**config.mk**
```make
export PLATFORM = sky130hd
export DESIGN_NAME = reg_bus_if
export DESIGN_NICKNAME = d
export VERILOG_FILES = /design/src/rtl/reg_bus_if.sv
export SDC_FILE = /design/constraint.sdc
export NUM_CORES = 1
export LEC_CHECK = 0
export BUFFER_PORTS_ARGS = -buffer_cell sky130_fd_sc_hd__buf_2
export CAP_MARGIN = 15
export CORE_UTILIZATION = 32
export CTS_CLUSTER_DIAMETER = 120
export CTS_CLUSTER_SIZE = 25
export DETAILED_ROUTE_END_ITERATION = 6
export GPL_TIMING_DRIVEN = 0
export SLEW_MARGIN = 15
export SYNTH_ARGS = -nofsm -noshare
export SYNTH_HDL_FRONTEND = slang
export SYNTH_SLANG_ARGS = --single-unit
```
**constraint.sdc**
```tcl
create_clock -name clk -period 2.7 [get_ports clk]
set_input_delay 0.27 -clock clk [delete_from_list [all_inputs] [get_ports clk]]
set_output_delay 0.27 -clock clk [all_outputs]
set_load 0.005 [all_outputs]
```
**src/rtl/reg_bus_if.sv**
```systemverilog
// reg_bus_if: APB slave front-end that decodes a word window and hands single
// read/write strobes to a register core, with ack timeout and error counting.
`default_nettype none

module reg_bus_if #(
  parameter int unsigned P_DLY     = 1,
  parameter int unsigned P_BASE    = 12'h120,
  parameter int unsigned P_NREG    = 4,
  parameter int unsigned P_TIMEOUT = 16
) (
  input  logic        clk,
  input  logic        reset_n,
  input  logic        psel,
  input  logic        penable,
  input  logic        pwrite,
  input  logic [11:0] paddr,
  input  logic [31:0] pwdata,
  output logic [31:0] prdata,
  output logic        pready,
  output logic        pslverr,
  output logic        reg_wr_en,
  output logic        reg_rd_en,
  output logic [11:0] reg_addr,
  output logic [31:0] reg_wdata,
  input  logic [31:0] reg_rdata,
  input  logic        reg_ack,
  output logic [7:0]  err_cnt
);

  typedef enum logic [1:0] {
    S_IDLE = 2'd0,
    S_WAIT = 2'd1,
    S_DONE = 2'd2,
    S_ERR  = 2'd3
  } state_e;

  localparam logic [12:0] c_lo   = 13'(P_BASE);
  localparam logic [12:0] c_hi   = 13'(P_BASE + 4 * P_NREG);
  localparam logic [7:0]  c_last = 8'(P_TIMEOUT - 1);

  // Registered assignments are zero-delay in this implementation; the
  // delay parameter is only range-checked alongside the timeout.
  if (P_TIMEOUT < 2 || P_TIMEOUT > 255 || P_DLY > 1000) begin : g_param_check
    $error("reg_bus_if: parameter out of range");
  end

  state_e      state_q;
  logic [7:0]  cnt_q;
  logic        write_q;
  logic [31:0] prdata_q;
  logic        pready_q;
  logic        pslverr_q;
  logic        wr_en_q;
  logic        rd_en_q;
  logic [11:0] addr_q;
  logic [31:0] wdata_q;
  logic [7:0]  err_cnt_q;
  logic        w_addr_ok;

  assign w_addr_ok = (paddr[1:0] == 2'b00) &&
                     ({1'b0, paddr} >= c_lo) && ({1'b0, paddr} < c_hi);

  always_ff @(posedge clk or negedge reset_n) begin
    if (!reset_n) begin
      state_q   <= S_IDLE;
      cnt_q     <= 8'd0;
      write_q   <= 1'b0;
      prdata_q  <= 32'd0;
      pready_q  <= 1'b0;
      pslverr_q <= 1'b0;
      wr_en_q   <= 1'b0;
      rd_en_q   <= 1'b0;
      addr_q    <= 12'd0;
      wdata_q   <= 32'd0;
      err_cnt_q <= 8'd0;
    end else begin
      wr_en_q   <= 1'b0;
      rd_en_q   <= 1'b0;
      pready_q  <= 1'b0;
      pslverr_q <= 1'b0;
      case (state_q)
        S_IDLE: begin
          if (psel && !penable) begin
            write_q <= pwrite;
            if (w_addr_ok) begin
              state_q <= S_WAIT;
              cnt_q   <= 8'd0;
              addr_q  <= {paddr[11:2], 2'b00};
              wdata_q <= pwdata;
              wr_en_q <= pwrite;
              rd_en_q <= !pwrite;
            end else begin
              state_q   <= S_ERR;
              pready_q  <= 1'b1;
              pslverr_q <= 1'b1;
              prdata_q  <= 32'd0;
              if (err_cnt_q != 8'hFF) err_cnt_q <= err_cnt_q + 8'd1;
            end
          end
        end
        S_WAIT: begin
          // A dropped select abandons the transfer silently; ack beats timeout.
          if (!psel) begin
            state_q <= S_IDLE;
            cnt_q   <= 8'd0;
          end else if (reg_ack) begin
            state_q  <= S_DONE;
            cnt_q    <= 8'd0;
            pready_q <= 1'b1;
            prdata_q <= write_q ? 32'd0 : reg_rdata;
          end else if (cnt_q == c_last) begin
            state_q   <= S_ERR;
            cnt_q     <= 8'd0;
            pready_q  <= 1'b1;
            pslverr_q <= 1'b1;
            prdata_q  <= 32'd0;
            if (err_cnt_q != 8'hFF) err_cnt_q <= err_cnt_q + 8'd1;
          end else begin
            cnt_q <= cnt_q + 8'd1;
          end
        end
        S_DONE:  state_q <= S_IDLE;
        S_ERR:   state_q <= S_IDLE;
        default: state_q <= S_IDLE;
      endcase
    end
  end

  assign prdata    = prdata_q;
  assign pready    = pready_q;
  assign pslverr   = pslverr_q;
  assign reg_wr_en = wr_en_q;
  assign reg_rd_en = rd_en_q;
  assign reg_addr  = addr_q;
  assign reg_wdata = wdata_q;
  assign err_cnt   = err_cnt_q;

endmodule

`default_nettype wire

```
* After elaboration in Yosys (flattened, before gate mapping) *
Cells that the tools add are included.

word-level totals
  flip-flop bits (word level) = 97
  latch bits = 0
  memory bits (writable) = 0
  bits in read-only memories = 0
  bits of input ports = 82
  output and inout port bits = 88
  logic and storage cells = 84
  memories = 0

operators by class
  $add $sub $neg = 2
  multiply operators = 0
  divide/modulo/power cells = 0
  order comparisons = 2
  equality and inequality tests = 13
  shifts and indexed selects = 0
  mux-type cells = 41
  bitwise gates (word level) = 0
  reductions and logical operators = 15

operators with widths
  kind                                                          number
  two-way mux 32 bit                                            6
  two-way mux 8 bit                                             11
  case mux 32 bit (2 select lines)                              1
  case mux 8 bit (2 select lines)                               2
  adder 8 x 1 -> 8 bit (second input constant)                  2
  two-way mux 1 bit                                             13
  >= comparator 12 x 9 -> 1 bit (second input constant)         1
  less-than comparator 12 x 9 -> 1 bit (second input constant)  1
  inequality test 2 bit (second input constant)                 6
  two-way mux 2 bit                                             5
  == test 8 x 4 -> 1 bit (second input constant)                1
  inequality test 8 bit (second input constant)                 1
  case mux 2 bit (3 select lines)                               1
  AND reduction 3 bit                                           2
  AND reduction 6 bit                                           1
  AND reduction 5 bit                                           1
  == test 2 bit (second input constant)                         2
  zero test 2 bit                                               2
  inequality test 4 bit (second input constant)                 1
  case mux 1 bit (2 select lines)                               2
  AND reduction 2 bit                                           2
  logical AND 1 bit                                             3
  inequality test 3 bit (second input constant)                 1
  == test 2 x 1 -> 1 bit (second input constant)                1
  other kinds (3)                                               4

* Logic depth before layout (Yosys ltp) *
  depth in word-level cells = 6
  mapped depth = 10
  gate-level depth less buffers = 7

* Worst setup path after synthesis *
OpenSTA, ideal clock, no wires.

  kind = register to register
  start = register cnt_q[0]
  end = register err_cnt_q[1], in the netlist err_cnt[1]
  library setup time = 0.125 ns
  arrival = 1.630 ns
  data required time = 2.575 ns
  setup slack = 0.945 ns
  stages on the path, launching flop included = 8
  path buffers = 1
  clock period less this slack = 1.755 ns
  path through = dfrtp_1 > ha_1 > and3_1 > clkbuf_1 > a31oi_1 > o21ai_2 > nand2_2 > mux2_2

between the ends
  longest elaborated chain between the ends = 3

RTL lines
  element                                 line  RTL
  from (decl)                             48    logic [7:0] cnt_q;
  from (signal assigned)                  119   cnt_q <= cnt_q + 8'd1;
  == test 8 x 4 -> 1 bit                  111   end else if (cnt_q == c_last) begin
  inequality test 2 bit (no source line)  -
  AND reduction 6 bit (no source line)    -
  to (signal assigned)                    97    if (err_cnt_q != 8'hFF) err_cnt_q <= err_cnt_q + 8'd1;
  to (signal assigned)                    117   if (err_cnt_q != 8'hFF) err_cnt_q <= err_cnt_q + 8'd1;
  to (decl)                               57    logic [7:0] err_cnt_q;

No other way between the ends.
A chain may end at the register's enable or synchronous reset.

* Worst setup path after layout *
Same ends and word-level chain as after synthesis.

==> summary.txt <==
outcome - complete, no violations
crit path launch type - register
part of the power in registers - 49.7%
Yosys Warn Count - 0
commonest cells in the netlist - dfrtp_1, nand2_1, mux2_2
Least-Margin Pin Slew - 485 ps
Clock Latency Late Sink - 340 ps
Gate power share - 11.4%
CP required - 2930 ps
Tot GR Track Use - 14.3%
TritonCTS clock tree - built
Hold Fails Final Rpt - 0
# rows - 41
Async SR Flop Fraction - 100%
Peak VDD IR - 0.310 mV
Worst Setup Path Type - reg2reg
Clock Tree Buf Depth - 2
switching power - 0.786 mW
CTS buffer count - 9
cell chosen for the clock root - clkbuf_16
met1 usage - 18.0%
top-area cell type share of the netlist area - 58.9%
Clk network pwr share - 38.8%
Reg2Reg Launch Point - cnt_q[0]$_DFFE_PN0P_
Sw Ratio - 24.5%
top cells by area, synth - dfrtp_1, mux2_2, nand2_1
ys flop type - dfrtp_1
share of cells above drive strength 1 - 49.9%
Core Area - 12,600 um2
cell internal pwr - 2.42 mW
TNS Setup - 0 ps
hold wc startpoint - pwrite
Netlist Area Pre-Place - 4120 um2
WP buf/inv - 1
gpl congestion - 0.742
Avg WL per Cell - 13.2 um
drt pass-1 iters - 6
vias in the first global route - 2,956
# setup viols final - 0
largest net degree at the start of global routing - 80
Max Slew Vio Count - 0
minimum clock period - 1900 ps
drt total wl - 9260 um
area of the die - 13,300 um2
total gr overflow - 0
met2 Usage GRT - 21.2%
Post-CTS Resized - 0
Synth Area per Inst - 12.0 um2
Hold Path Sink - reg_rd_en$_DFF_PN0_
nets - 609
dominant cell type by area after synthesis - dfrtp_1
Initial Util - 32.8%
CP Capture Type - register
WHS Path Cells - 2
Via density - 4.45
r2r setup slk - 800 ps
CP Data Arrival Time - 2130 ps
Max Freq - 0.527 GHz
Final HPWL DP - 6900 um
top-count cell post-synth - dfrtp_1
first-pass GRT wire length - 14,500 um
flops & latches, synth - 97
Clock Skews - 7.44 ps
H-tree levels - 3
Post-synth EDFFs - 0
Lkg Pwr - 3.12 nW
Crit Path Max Fanout - 7
Residual DRC - 0
Port Buffer Count - 167
Top Ports - 170
max-cap violation count - 0
slowest stage delay, CP - 400 ps
gr busiest metal - met2
post-synthesis sequential area ratio - 58.9%
count of cell types in the netlist - 43
initial antenna violation count - 1
max_slew headroom - 67.2%
Slowest-stage cell, CP - dfrtp_1
post-synthesis cell count - 344
detailed-route via count - 3,121
met3 Track Usage GR - 5.54%
crit-path cells - ha_1 -> and3_1 -> clkbuf_1 -> a31oi_1 -> o21ai_2 -> nand2_2 -> mux2_2
RSZ-0062 raised after global routing - no
power density over cell area - 583 nW/um2
Die X - 116 um
delay-heaviest family, CP - flip-flops
ANT nets after route - 0
HP Class - in2reg
clock transition at the registers of the reported paths - 60 ps
FF-to-FF path depth - 7
worst hold margin - 116 ps
R2R Path End - err_cnt[1]$_DFFE_PN0P_
final period utilization - 70.3%
final-layout fill cell count - 1,187
Chip Height - 116 um
Layout area overhead - 33.7%
CTS Sinks - 97
initial DRC count - 101
layout make-up:
class                           count  area [um2]  area share [%]
Sequential cell                    97        2430            44.0
Multi-Input combinational cell    224        1520            27.5
Timing Repair Buffer              169         880            16.0
Clock buffer                       11         233            4.22
Tap cell                          172         215            3.90
Buffer                             20         161            2.93
Clock inverter                      4        55.1           0.999
Inverter                            4        22.5           0.409
Antenna cell                        1        2.50          0.0454
layer usage:
metal / vias to the layer above / part of all wire, %
met1: 1454 / 44
met2: 121 / 44
met3: 18 / 9.3
met5: - / 0
met4: 0 / 2.7
li1: 1528 / -
how the worst max path moves through the flow:
| stage | startpoint | end | depth (start not counted) |
|---|---|---|---|
| 2_1_floorplan | cnt_q[0]$_DFFE_PN0P_ | err_cnt[1]$_DFFE_PN0P_ | 7 |
| 6_report | cnt_q[0]$_DFFE_PN0P_ | err_cnt[1]$_DFFE_PN0P_ | 7 |
| 5_1_grt | cnt_q[0]$_DFFE_PN0P_ | prdata[26]$_DFFE_PN0P_ | 9 |
| 4_1_cts | cnt_q[0]$_DFFE_PN0P_ | prdata[25]$_DFFE_PN0P_ | 9 |
| 3_3_place_gp | reset_n | prdata[13]$_DFFE_PN0P_ | 1 |
| 3_5_place_dp | cnt_q[0]$_DFFE_PN0P_ | prdata[29]$_DFFE_PN0P_ | 9 |
stage by stage:
step | std cells | total power [mW] | worst slack (ps) | util (%) | instance area [um2]
2_1_floorplan | 345 | 1.79 | 945 | - | 4130
3_3_place_gp | 684 | 1.98 | 348 | 41.2 | 5180
3_5_place_dp | 685 | 2.00 | 791 | 41.5 | 5210
4_1_cts | 701 | 3.27 | 766 | 43.8 | 5510
5_1_grt | 701 | 3.39 | 595 | 43.8 | 5510
6_report | 702 | 3.21 | 801 | 43.9 | 5510
repair_timing:
action,in CTS,in global routing
endpoints found under the setup margin,0,0
buffers inserted,0,0
hold buffers,1,0
hold endpoints to repair,18,0
state kept, by name (all words and copies together) (netlist names), 2 cells and up:
| signal | cells |
|---|---|
| prdata | 32 |
| reg_wdata | 32 |
| reg_addr | 10 |
| cnt_q | 8 |
| err_cnt | 8 |
| state_q | 2 |
cells by family after synthesis:
kind of cell               count (synthesis)  share of synthesized area [%]
xor gates and xnor gates                   8                           1.70
AOI/OAI and AO/OA                         22                           3.37
other                                      1                         0.0910
DFF                                       97                           58.9
adders and majority gates                  2                          0.607
buffers and inverters                     24                           4.46
muxes                                     35                           9.56
and+or+nand+nor                          155                           21.3
layout by cell type, fill, tap and decap left out, types with 4 or more instances in the layout:
| master | n |
|---|---|
| and2_1 | 7 |
| and3_1 | 9 |
| buf_2 | 172 |
| buf_4 | 6 |
| clkbuf_1 | 5 |
| clkbuf_16 | 9 |
| dfrtp_1 | 97 |
| mux2_2 | 34 |
| nand2_1 | 76 |
| nand3_1 | 13 |
| nand3_2 | 25 |
| nor2_1 | 8 |
| nor2b_1 | 4 |
| o21ai_0 | 11 |
| xnor2_1 | 7 |
power by group through the flow:
stage                     combinational, mW  sequential (mW)  clock (mW)
after floorplan                       0.169             1.62           0
after global placement                0.363             1.62           0
after detailed placement              0.376             1.62           0
after CTS                             0.378             1.60        1.30
after global routing                  0.415             1.61        1.37
final                                 0.367             1.60        1.25
Power figures use the tool's default switching activity.
